## src/rtl/npc_mc_pkg.sv

```systemverilog
// Shared types and constants for the NPC multi-cycle sequencing controller.
package npc_mc_pkg;

   typedef enum logic [2:0] {
      S_FETCH_REQ  = 3'd0,
      S_FETCH_WAIT = 3'd1,
      S_EXEC       = 3'd2,
      S_MEM_REQ    = 3'd3,
      S_MEM_WAIT   = 3'd4,
      S_WB         = 3'd5,
      S_HALT       = 3'd6
   } state_t;

   localparam logic [1:0] HALT_NONE     = 2'd0;
   localparam logic [1:0] HALT_EBREAK   = 2'd1;
   localparam logic [1:0] HALT_TIMEOUT  = 2'd2;
   localparam logic [1:0] HALT_MISALIGN = 2'd3;

   localparam logic [31:0] RESET_PC_DEF = 32'h8000_0000;

   // States in which the controller waits on a bus handshake and is watched by the timeout counter.
   function automatic logic is_timed(input state_t s);
      return (s == S_FETCH_REQ) || (s == S_FETCH_WAIT) ||
             (s == S_MEM_REQ)   || (s == S_MEM_WAIT);
   endfunction

endpackage

```

## src/rtl/npc_timeout_cnt.sv

```systemverilog
// Bus-wait watchdog: counts cycles spent in a waiting state and flags the
// TIMEOUT-th cycle. TIMEOUT=0 disables the flag entirely.
module npc_timeout_cnt #(
   parameter int TIMEOUT = 255,
   parameter int CW      = 8
)(
   input  logic clk,
   input  logic rst,
   input  logic clr,
   input  logic en,
   output logic expired
);

   localparam logic [CW-1:0] LIMIT = CW'(TIMEOUT - 1);

   logic [CW-1:0] r_cnt;
   logic [CW-1:0] w_count;

   // clr marks the first cycle of a new waiting state, so the count seen in
   // that cycle is already zero; w_count is the number of cycles completed.
   assign w_count = clr ? '0 : r_cnt;
   assign expired = (TIMEOUT != 0) && en && (w_count == LIMIT);

   // Advance once per enabled cycle, saturating so a disabled timeout never wraps.
   always_ff @(posedge clk) begin
      if (rst) begin
         r_cnt <= '0;
      end else if (en && (w_count != '1)) begin
         r_cnt <= w_count + CW'(1);
      end else begin
         r_cnt <= w_count;
      end
   end

endmodule

```

## src/rtl/npc_mc_ctrl.sv

```systemverilog
// Multi-cycle per-instruction sequencer for the NPC core: owns PC, IR,
// retired-instruction count and halt status, and drives the IFU/LSU
// valid/ready request channels.
//
//   state      | meaning
//   -----------+-------------------------------------------------------------
//   FETCH_REQ  | alignment check, then hold ifu request until ready
//   FETCH_WAIT | wait for ifu response, latch instruction
//   EXEC       | one cycle with decode flags valid; pick MEM / WB / HALT
//   MEM_REQ    | hold lsu request until ready
//   MEM_WAIT   | wait for load data / store ack
//   WB         | commit pulse, rf write strobe; pc/instret advance on exit
//   HALT       | terminal until reset
module npc_mc_ctrl
   import npc_mc_pkg::*;
#(
   parameter int              XLEN     = 32,
   parameter logic [XLEN-1:0] RESET_PC = XLEN'(RESET_PC_DEF),
   parameter int              TIMEOUT  = 255,
   parameter int              CNT_W    = 64
)(
   input  logic             clk,
   input  logic             rst,
   output logic             ifu_req_valid,
   input  logic             ifu_req_ready,
   output logic [XLEN-1:0]  ifu_req_addr,
   input  logic             ifu_resp_valid,
   input  logic [31:0]      ifu_resp_data,
   output logic [31:0]      inst,
   output logic [XLEN-1:0]  pc,
   input  logic             dec_is_load,
   input  logic             dec_is_store,
   input  logic             dec_is_ebreak,
   input  logic             dec_rd_wen,
   input  logic [XLEN-1:0]  exu_next_pc,
   input  logic [XLEN-1:0]  exu_mem_addr,
   output logic             lsu_req_valid,
   input  logic             lsu_req_ready,
   output logic             lsu_req_wen,
   output logic [XLEN-1:0]  lsu_req_addr,
   input  logic             lsu_resp_valid,
   output logic             rf_wen,
   output logic             commit,
   output logic [CNT_W-1:0] instret,
   output logic             halted,
   output logic [1:0]       halt_cause
);

   localparam int TO_W = (TIMEOUT < 2) ? 1 : $clog2(TIMEOUT + 1);

   state_t           r_state;
   logic [XLEN-1:0]  r_pc;
   logic [31:0]      r_inst;
   logic [CNT_W-1:0] r_instret;
   logic             r_ifu_req_valid;
   logic             r_lsu_req_valid;
   logic             r_lsu_req_wen;
   logic [XLEN-1:0]  r_lsu_req_addr;
   logic             r_rf_wen;
   logic             r_commit;
   logic             r_halted;
   logic [1:0]       r_halt_cause;
   logic             r_tmr_clr;

   logic w_is_store;
   logic w_rf_wen_nxt;
   logic w_tmr_en;
   logic w_expired;

   // Load wins when both decode flags are raised.
   assign w_is_store   = dec_is_store & ~dec_is_load;
   assign w_rf_wen_nxt = dec_rd_wen & ~w_is_store;

   // The idle FETCH_REQ cycle (alignment check, no request yet) is not a wait.
   assign w_tmr_en = is_timed(r_state) &&
                     !((r_state == S_FETCH_REQ) && !r_ifu_req_valid);

   npc_timeout_cnt #(
      .TIMEOUT (TIMEOUT),
      .CW      (TO_W)
   ) u_timeout (
      .clk     (clk),
      .rst     (rst),
      .clr     (r_tmr_clr),
      .en      (w_tmr_en),
      .expired (w_expired)
   );

   // Instruction sequencing FSM with all bus/strobe outputs registered.
   always_ff @(posedge clk) begin
      if (rst) begin
         r_state         <= S_FETCH_REQ;
         r_pc            <= RESET_PC;
         r_inst          <= '0;
         r_instret       <= '0;
         r_ifu_req_valid <= 1'b0;
         r_lsu_req_valid <= 1'b0;
         r_lsu_req_wen   <= 1'b0;
         r_lsu_req_addr  <= '0;
         r_rf_wen        <= 1'b0;
         r_commit        <= 1'b0;
         r_halted        <= 1'b0;
         r_halt_cause    <= HALT_NONE;
         r_tmr_clr       <= 1'b1;
      end else begin
         r_rf_wen  <= 1'b0;
         r_commit  <= 1'b0;
         r_tmr_clr <= 1'b0;
         case (r_state)
            S_FETCH_REQ: begin
               if (!r_ifu_req_valid) begin
                  if (r_pc[1:0] != 2'b00) begin
                     r_state      <= S_HALT;
                     r_halted     <= 1'b1;
                     r_halt_cause <= HALT_MISALIGN;
                  end else begin
                     r_ifu_req_valid <= 1'b1;
                  end
               end else if (ifu_req_ready) begin
                  r_ifu_req_valid <= 1'b0;
                  r_tmr_clr       <= 1'b1;
                  r_state         <= S_FETCH_WAIT;
               end else if (w_expired) begin
                  r_ifu_req_valid <= 1'b0;
                  r_state         <= S_HALT;
                  r_halted        <= 1'b1;
                  r_halt_cause    <= HALT_TIMEOUT;
               end
            end
            S_FETCH_WAIT: begin
               if (ifu_resp_valid) begin
                  r_inst  <= ifu_resp_data;
                  r_state <= S_EXEC;
               end else if (w_expired) begin
                  r_state      <= S_HALT;
                  r_halted     <= 1'b1;
                  r_halt_cause <= HALT_TIMEOUT;
               end
            end
            S_EXEC: begin
               if (dec_is_ebreak) begin
                  r_state      <= S_HALT;
                  r_halted     <= 1'b1;
                  r_halt_cause <= HALT_EBREAK;
               end else if (dec_is_load || dec_is_store) begin
                  r_lsu_req_valid <= 1'b1;
                  r_lsu_req_wen   <= w_is_store;
                  r_lsu_req_addr  <= exu_mem_addr;
                  r_tmr_clr       <= 1'b1;
                  r_state         <= S_MEM_REQ;
               end else begin
                  r_rf_wen <= w_rf_wen_nxt;
                  r_commit <= 1'b1;
                  r_state  <= S_WB;
               end
            end
            S_MEM_REQ: begin
               if (lsu_req_ready) begin
                  r_lsu_req_valid <= 1'b0;
                  r_tmr_clr       <= 1'b1;
                  r_state         <= S_MEM_WAIT;
               end else if (w_expired) begin
                  r_lsu_req_valid <= 1'b0;
                  r_state         <= S_HALT;
                  r_halted        <= 1'b1;
                  r_halt_cause    <= HALT_TIMEOUT;
               end
            end
            S_MEM_WAIT: begin
               if (lsu_resp_valid) begin
                  r_rf_wen <= w_rf_wen_nxt;
                  r_commit <= 1'b1;
                  r_state  <= S_WB;
               end else if (w_expired) begin
                  r_state      <= S_HALT;
                  r_halted     <= 1'b1;
                  r_halt_cause <= HALT_TIMEOUT;
               end
            end
            S_WB: begin
               // An aligned next PC requests immediately; a misaligned one is
               // caught by the idle FETCH_REQ check without ever raising valid.
               r_pc            <= exu_next_pc;
               r_instret       <= r_instret + CNT_W'(1);
               r_ifu_req_valid <= (exu_next_pc[1:0] == 2'b00);
               r_tmr_clr       <= 1'b1;
               r_state         <= S_FETCH_REQ;
            end
            S_HALT: begin
               r_state <= S_HALT;
            end
            default: begin
               r_ifu_req_valid <= 1'b0;
               r_lsu_req_valid <= 1'b0;
               r_state         <= S_HALT;
               r_halted        <= 1'b1;
            end
         endcase
      end
   end

   assign ifu_req_valid = r_ifu_req_valid;
   assign ifu_req_addr  = r_pc;
   assign inst          = r_inst;
   assign pc            = r_pc;
   assign lsu_req_valid = r_lsu_req_valid;
   assign lsu_req_wen   = r_lsu_req_wen;
   assign lsu_req_addr  = r_lsu_req_addr;
   assign rf_wen        = r_rf_wen;
   assign commit        = r_commit;
   assign instret       = r_instret;
   assign halted        = r_halted;
   assign halt_cause    = r_halt_cause;

endmodule

```

## config.mk

```make
export PLATFORM = sky130hd
export DESIGN_NAME = npc_mc_ctrl
export DESIGN_NICKNAME = d
export VERILOG_FILES = /design/src/rtl/npc_mc_pkg.sv /design/src/rtl/npc_timeout_cnt.sv /design/src/rtl/npc_mc_ctrl.sv
export SDC_FILE = /design/constraint.sdc
export NUM_CORES = 1
export LEC_CHECK = 0
export BUFFER_PORTS_ARGS = -buffer_cell sky130_fd_sc_hd__buf_2
export CORE_MARGIN = 5
export CORE_UTILIZATION = 35
export CTS_CLUSTER_SIZE = 14
export DETAILED_ROUTE_END_ITERATION = 10
export PLACE_DENSITY = 0.66
export SLEW_MARGIN = 5
export SYNTH_ARGS = -nofsm -noshare
export SYNTH_HDL_FRONTEND = slang
export SYNTH_SLANG_ARGS = --single-unit
```

## constraint.sdc

```tcl
create_clock -name clk -period 2.9 [get_ports clk]
set_clock_uncertainty 0.1 [all_clocks]
set_input_delay 0.58 -clock clk [delete_from_list [all_inputs] [get_ports clk]]
set_output_delay 0.58 -clock clk [all_outputs]
set_load 0.01 [all_outputs]
```

### Yosys cells after proc, flatten, opt, wreduce, memory -nomap -nowiden

Index checks and enable logic that the tools add are counted.

| word-level totals | value |
|---|---|
| input port bits | 106 |
| output and inout bits | 200 |
| register bits | 180 |

| cells by class | value |
|---|---|
| equality and inequality tests | 17 |
| bitwise operators | 7 |
| mux-type cells | 54 |
| reduce and logical (&&, ||, !) cells | 22 |
| add/sub/neg operators | 2 |

Operators with widths:

| operator | number |
|---|---|
| 64-bit by 1-bit adder with 64-bit output (second input constant) | 1 |
| 1-bit two-way mux | 27 |
| 3-bit two-way mux | 9 |
| 3-bit case mux with 6 select lines | 1 |
| 2-bit two-way mux | 8 |
| 8-bit two-way mux | 2 |
| 7-bit AND reduction | 2 |
| 2-bit inequality test (second input constant) | 6 |
| 2-bit case mux with 5 select lines | 1 |
| 5-bit OR reduction | 2 |
| 3-bit == test (second input constant) | 3 |
| 8-bit by 1-bit adder with 8-bit output (second input constant) | 1 |
| 8-bit == test (second input constant) | 1 |
| 8-bit inequality test (second input constant) | 1 |
| 3-bit by 2-bit == test with 1-bit output (second input constant) | 2 |
| 3-bit by 2-bit inequality test with 1-bit output (second input constant) | 2 |
| 1-bit case mux with 3 select lines | 2 |
| 1-bit case mux with 6 select lines | 1 |
| 1-bit NOT | 5 |
| 5-bit nonzero test | 1 |
| 1-bit logical AND | 4 |
| 1-bit logical OR | 4 |
| 1-bit case mux with 2 select lines | 2 |
| 1-bit case mux with 4 select lines | 1 |
| other kinds (11) | 13 |

### Depth between registers and ports, before layout

Gate-level depths: netlist (run 1).

| depth | value |
|---|---|
| depth after elaboration | 10 |
| depth in mapped cells | 9 |

### Cells and area by module

From an unflattened synthesis (run 1), not the netlist that was laid out.

| second synthesis, totals | value |
|---|---|
| cell total of the unflattened synthesis | 971 |
| area, all modules | 7,718.7 um^2 |

By module, submodules not included:

| module | instances | area each (um^2) | cells each |
|---|---|---|---|
| npc_mc_ctrl | 1 | 7,323.3 | 927 |
| npc_timeout_cnt | 1 | 395.4 | 44 |

### Least setup slack after synthesis (run 1)

OpenSTA, ideal clock, no wires.

| timing path | value |
|---|---|
| kind | reg-to-reg |
| start point | register r_instret[35], in the netlist instret[35] |
| end point | register r_instret[61], in the netlist instret[61] |
| arrival time | 2.217 ns |
| library setup time | 0.070 ns |
| cell stages (with the launch flop) | 7 |
| data required time | 2.730 ns |
| period minus slack after synthesis | 2.388 ns |
| setup slack | 0.512 ns |
| buffers on the path | 1 |
| cells stage by stage | dfxtp_1 nand4_2 or4_4 or3_4 buf_6 or4_1 a21oi_1 |

| between the ends | value |
|---|---|
| longest elaborated chain between the ends | 1 |

Ends and longest elaborated chain:

| element | line | source |
|---|---|---|
| start: declaration | npc_mc_ctrl.sv:54 | `logic [CNT_W-1:0] r_instret;` |
| start signal: assignment | npc_mc_ctrl.sv:184 | `r_instret <= r_instret + CNT_W'(1);` |
| 64-bit by 1-bit adder with 64-bit output | npc_mc_ctrl.sv:184 |  |

Every way passes these cells.
A chain may end at the register's enable or synchronous reset.

### Worst setup path after layout (run 1)

| timing path | value |
|---|---|
| start point | register r_instret[34], in the netlist instret[34] |
| end point | register r_instret[51], in the netlist instret[51] |

Same word-level chain as after synthesis.

==> impl_metrics.tcl, run 1 <==
set metrics [dict create \
    status "completed" \
    synth.distinct_cells 54 \
    worst_hold_path.endpoint "ifu_req_addr[22]" \
    wl_microns 23400 \
    r2r_slack_ns 0.37 \
    combPwrFrac_pct 21.0 \
    routedWlPerCell_microns 15.3 \
    critPathCaptureType "flop" \
    cts.sinks 180 \
    cap_violations 0 \
    p_leak_nw 4.20 \
    r2r_end "instret[51]" \
    hp-class "in -> reg" \
    intPower_mw 4.31 \
    start_util_pct 35.7 \
    hp-start "exu_next_pc[22]" \
    p_seq_share_pct 43.2 \
    grt_pass1_vias 7371 \
    crit_arrival_ns 2.78 \
    hold_slack_ns 0.280 \
    cts_resized 0 \
    switching_share_pct 32.2 \
    grt_overflow 0 \
    clkLatencyLatePin_ns 0.42 \
    grt_pass1_wl_microns 38400 \
    path_buf_inv 0 \
    hold_depth 3 \
    dieArea_sq_um 25400 \
    nets 1345 \
    path_delay_family "simple AND/OR/NAND/NOR gates" \
    rsz0062_at_grt "no" \
    critPathRequiredTime_ns 3.15 \
    place_area_sq_um 9400 \
    place_hpwl_microns 17100 \
    area.growth.synth_to_final_pct 27.9 \
    cts_setup_buffers 0 \
    post-route-drc-count 0 \
    cp-start-kind "flop" \
    post-route-cell-area_sq_um 9990 \
    vdd_ir_drop_max_mv 0.352 \
    path_depth 5 \
    antenna_found_initial 3 \
    synth_area_per_cell_sq_um 7.95 \
    reg2reg_depth 5 \
    r2r-start "instret[34]" \
    p_per_area_nw_per_um2 636 \
    gr-usage-all-layers_pct 17.9 \
    antenna_left 0 \
    vias 7739 \
    yosysWarnings 0 \
    timing.fmax_mhz 395 \
    max_slew.worst_pin.slew_ns 0.717 \
    first_iter_violations 508 \
    synth_edf_count 0 \
    routed_via_density 5.05 \
    clock_power_share_pct 35.8 \
    dr.pass1.iters 5 \
    final_core_util_pct 45.6 \
    setup_viol 0 \
    die_w_microns 159 \
    worst_path_largest_cell_delay_ns 0.55 \
    synthesis.area_sq_um 7810 \
    worst-path-max-fanout 30 \
    cts.reportedPaths.clkPinSlew_ns 0.08 \
    portBuffers 305 \
    synthFlopType "dfxtp_1" \
    async_reset_ff_share_pct 0 \
    synth.net_count 1091 \
    num_rows 54 \
    path_class "reg -> reg" \
    clockRootBuffer "clkbuf_16" \
    report.final.slew_viol_count 0 \
    total_power_mw 6.35 \
    path_cells "nand4_2, or4_4, or3_4, or4_1, a21oi_1" \
    cts_tree "done" \
    finalCriticalPeriod_ns 2.53 \
    ios 306 \
    syn_inst 982 \
    worst_path_max_delay_cell "or4_4" \
    h-tree-depth 4 \
    finalHoldViolCount 0 \
    core_sq_um 21900 \
    drive_above_1_share_pct 29.9 \
    hold_buffers 0 \
    cts_buffer_depth 2 \
    p_sw_mw 2.04 \
    cts-buffers-inserted 17 \
    ys_ff_latch 180 \
    routabilityCongestion 0.863 \
    post-route-period-util_pct 87.3 \
    slew_headroom_pct 52.2 \
    grt_max_degree 93 \
    seq_area_frac_synth_pct 46.1 \
    die_h_microns 159 \
    timing.setup.tns_ns 0 \
]
==> area by class of cell <==
cell class	count	area, sq um
antenna	2	5.00
inverter	22	82.6
multi-input combinational	688	3660
sequential	180	3600
fill	2256	11900
tap	280	350
clock inverter	15	156
clock buffer	17	425
timing repair buffer	327	1700
==> worst max path at each step <==
stage                 from           to  slack [ns]
3_5_place_dp   instret[34]  instret[62]        0.38
4_1_cts        instret[34]  instret[62]        0.36
3_3_place_gp   instret[34]  instret[59]        0.45
6_report       instret[34]  instret[51]        0.37
2_1_floorplan  instret[35]  instret[61]        0.51
5_1_grt        instret[34]  instret[62]        0.20
==> state kept, by name, indices dropped and copies added (netlist names) <==
signal	count
ifu_req_valid	1
lsu_req_valid	1
r_tmr_clr	1
r_state	3
halted	1
inst	32
ifu_req_addr	32
instret	64
lsu_req_addr	32
u_timeout.r_cnt	8
halt_cause	2
rf_wen	1
lsu_req_wen	1
commit	1
==> layer usage <==
metal	share of wire (%)	GRT usage, %
met3	7.8	5.44
met4	1.7	4.65
met5	0	0
met2	47	29.8
met1	43	22.7
==> stage by stage <==
step | cells | setup WS, ns
floorplan | 982 | 0.512
global placement | 1497 | 0.454
detailed placement | 1497 | 0.382
CTS | 1529 | 0.363
global route | 1531 | 0.204
finish | 1531 | 0.368
==> worst register-to-register path: stages (launching register included) <==
cell     delay (ns)
dfxtp_1        0.46
nand4_2        0.17
or4_4          0.55
or3_4          0.48
or4_1          0.54
a21oi_1        0.15
==> cells by family after synthesis <==
group	share of synthesized area [%]
buf+inv	7.23
compound gates	14.1
simple gates	27.4
xor+xnor	4.04
fa+ha+maj	0.481
mux	0.545
flops	46.1
==> power by group through the flow <==
stage / Combinational (mW) / Sequential, mW / Clock, mW
final: 1.33 / 2.74 / 2.28
after global routing: 1.49 / 2.76 / 2.46
after CTS: 1.34 / 2.74 / 2.35
after detailed placement: 1.34 / 2.80 / 0
after global placement: 1.34 / 2.79 / 0
after floorplan: 0.800 / 2.84 / 0
==> cells in the mapped netlist (8+ instances only) <==
| library cell | n | area share [%] |
|---|---|---|
| nand2_1 | 233 | 11 |
| dfxtp_1 | 180 | 46 |
| a21oi_1 | 137 | 8.8 |
| clkbuf_1 | 57 | 2.7 |
| nor2_1 | 53 | 2.5 |
| buf_4 | 32 | 3.1 |
| nand3_1 | 31 | 2.0 |
| or4_1 | 30 | 2.9 |
| o31ai_1 | 27 | 2.6 |
| nand4_1 | 23 | 1.8 |
| inv_1 | 22 | 1.1 |
| xor2_1 | 22 | 2.5 |
| o21ai_0 | 17 | 1.1 |
| xnor2_1 | 14 | 1.6 |
| nor3_1 | 13 | 0.83 |
| or3_1 | 10 | 0.80 |
| nor4_1 | 8 | 0.64 |
==> cell usage in the layout (no fill, tap or decap), types with 2 or more instances in the layout <==
cell | Yosys | final
nor2_1 | 53 | 52
and4_1 | 6 | 6
xnor2_1 | 14 | 14
clkbuf_16 | 0 | 17
clkinvlp_4 | 0 | 2
dfxtp_1 | 180 | 180
and3_1 | 5 | 5
diode_2 | 0 | 2
mux2_2 | 2 | 2
inv_8 | 0 | 5
nor4_1 | 8 | 6
xor2_1 | 22 | 22
or4_1 | 30 | 30
nand3b_1 | 2 | 2
or3_1 | 10 | 10
nand4bb_1 | 3 | 3
inv_1 | 22 | 22
clkinv_8 | 0 | 2
and2_1 | 5 | 5
nand2b_1 | 5 | 5
and4b_1 | 4 | 4
nor3_2 | 1 | 2
nor2b_1 | 6 | 6
ha_1 | 3 | 3
mux2i_1 | 2 | 2
nor3_1 | 13 | 12
clkinv_4 | 0 | 2
nand3_1 | 31 | 31
nand2_1 | 233 | 233
or2_2 | 3 | 3
inv_6 | 0 | 4
nor4_2 | 0 | 2
nand4_1 | 23 | 23
a311oi_1 | 2 | 2
buf_2 | 1 | 304
a21oi_1 | 137 | 137
buf_4 | 32 | 22
o31ai_1 | 27 | 27
o21ai_0 | 17 | 17
Note: power is estimated with default switching activity, not from simulation.
==> inputs of run 2 (changes only) <==
BUFFER_PORTS_ARGS = -buffer_cell sky130_fd_sc_hd__buf_4   (was -buffer_cell sky130_fd_sc_hd__buf_2)
CTS_BUF_LIST = sky130_fd_sc_hd__clkbuf_4   (was not set)
==> impl_metrics.tcl, run 2 (same netlist as run 1, synthesis figures left out) <==
set metrics [dict create \
    final_cell_mix "buf_4 (324), nand2_1 (233), dfxtp_1 (180)" \
    max_slew.worst_pin.slew_ns 0.665 \
    path_cells "nand4_2, or4_4, or3_4, or4_1, a21oi_1" \
    switching_share_pct 32.7 \
    placed_cells 1496 \
    fillerInstances 2217 \
    cp-start-kind "flop" \
    cts_resized 0 \
    clock_power_share_pct 27.4 \
    die_h_microns 159 \
    finalHoldViolCount 0 \
    fin_cells 1529 \
    hp-class "in -> reg" \
    antenna_left 0 \
    slew_headroom_pct 55.7 \
    h-tree-depth 4 \
    worst_path_largest_cell_delay_ns 0.55 \
    hold_depth 3 \
    vdd_ir_drop_max_mv 0.265 \
    cts.reportedPaths.clkPinSlew_ns 0.16 \
    status "completed" \
    setup_viol 0 \
    met3_usage_pct 5.95 \
    hold_slack_ns 0.135 \
    p_leak_nw 4.16 \
    routedWlPerCell_microns 15.7 \
    portBuffers 305 \
    area.growth.synth_to_final_pct 34.3 \
    use_met2_pct 29.1 \
    post-route-cell-area_sq_um 10500 \
    critPathCaptureType "flop" \
    vias 7699 \
    rsz0062_at_grt "no" \
    worst_path_max_delay_cell "or4_4" \
    routabilityCongestion 0.859 \
    grt_max_degree 84 \
    timing.fmax_mhz 391 \
    post-route-period-util_pct 88.2 \
    place_hpwl_microns 17500 \
    layout_commonest_cell "buf_4" \
    grt_pass1_wl_microns 38300 \
    dieArea_sq_um 25400 \
    critPathRequiredTime_ns 3.30 \
    post-route-drc-count 0 \
    start_util_pct 35.7 \
    grt_overflow 0 \
    cts_buffer_depth 2 \
    p_per_area_nw_per_um2 553 \
    core_sq_um 21900 \
    gr-usage-all-layers_pct 18.0 \
    cts_setup_buffers 0 \
    grt_pass1_vias 7197 \
    crit_arrival_ns 2.96 \
    nets 1344 \
    wl_microns 24000 \
    largest_reg_flops 64 \
    r2r-start "instret[35]" \
    worst-path-max-fanout 30 \
    cap_violations 0 \
    r2r_end "instret[52]" \
    routed_via_density 5.04 \
    clkLatencyLatePin_ns 0.55 \
    total_power_mw 5.80 \
    die_w_microns 159 \
    hold_buffers 0 \
    ios 306 \
    timing.setup.tns_ns 0 \
    hp-start "exu_next_pc[31]" \
    num_rows 54 \
    top_usage_layer "met2" \
    p_sw_mw 1.90 \
    p_seq_share_pct 47.5 \
    cts-buffers-inserted 17 \
    antenna_found_initial 1 \
    worst_hold_path.endpoint "ifu_req_addr[31]" \
    path_class "reg -> reg" \
    cts_tree "done" \
    use_met1_pct 23.0 \
    cts.sinks 180 \
    clockRootBuffer "clkbuf_4" \
    r2r_slack_ns 0.34 \
    drive_above_1_share_pct 29.7 \
    report.final.slew_viol_count 0 \
    place_area_sq_um 10200 \
    finalCriticalPeriod_ns 2.56 \
    intPower_mw 3.90 \
    combPwrFrac_pct 25.1 \
    reg2reg_depth 5 \
    first_iter_violations 479 \
    dr.pass1.iters 5 \
]
[run 2: cell type report]
type / count / area [sq um] / area share (%)
clock buffers: 17 / 128 / 1.22
well taps: 280 / 350 / 3.34
multi-input cells: 688 / 3660 / 34.9
inverters: 22 / 82.6 / 0.787
clock inverters: 15 / 193 / 1.84
repair buffers: 326 / 2460 / 23.5
flip-flops and latches: 180 / 3600 / 34.4
diodes: 1 / 2.50 / 0.0239
[run 2: layer usage]
metal / up-vias / wire length, microns / part of all wire [%]
met2: 262 / 11300 / 47
li1: 3853 / - / -
met5: - / 0 / 0
met1: 3563 / 10500 / 44
met3: 21 / 1890 / 7.9
met4: 0 / 357 / 1.5
[run 2: stage by stage]
step	setup slack [ns]	utilization (%)
2_1_floorplan	0.512	-
3_3_place_gp	0.454	46.4
3_5_place_dp	0.366	46.4
4_1_cts	0.319	47.9
5_1_grt	0.156	47.9
6_report	0.342	47.9
[run 2: worst max-delay path by stage]
stage                           start          end  slack [ns]  depth (start not counted)
after floorplan           instret[35]  instret[61]        0.51                          6
after global placement    instret[34]  instret[54]        0.45                          5
after detailed placement  instret[35]  instret[52]        0.37                          5
after CTS                 instret[35]  instret[52]        0.32                          5
after global routing       instret[9]  instret[46]        0.16                          6
final                     instret[35]  instret[52]        0.34                          5
[run 2: worst max-delay path: cells and delay by family (launching register included)]
| family | cells | cell delay (ns) |
|---|---|---|
| AOI/OAI and AO/OA | 1 | 0.16 |
| DFF | 1 | 0.48 |
| and+or+nand+nor | 4 | 1.76 |
[run 2: power groups by stage]
stage	clock [mW]	sequential [mW]	combinational (mW)
after CTS	1.65	2.75	1.47
after floorplan	0	2.84	0.800
after global placement	0	2.80	1.46
final	1.59	2.75	1.46
after detailed placement	0	2.81	1.46
after global routing	1.76	2.78	1.61
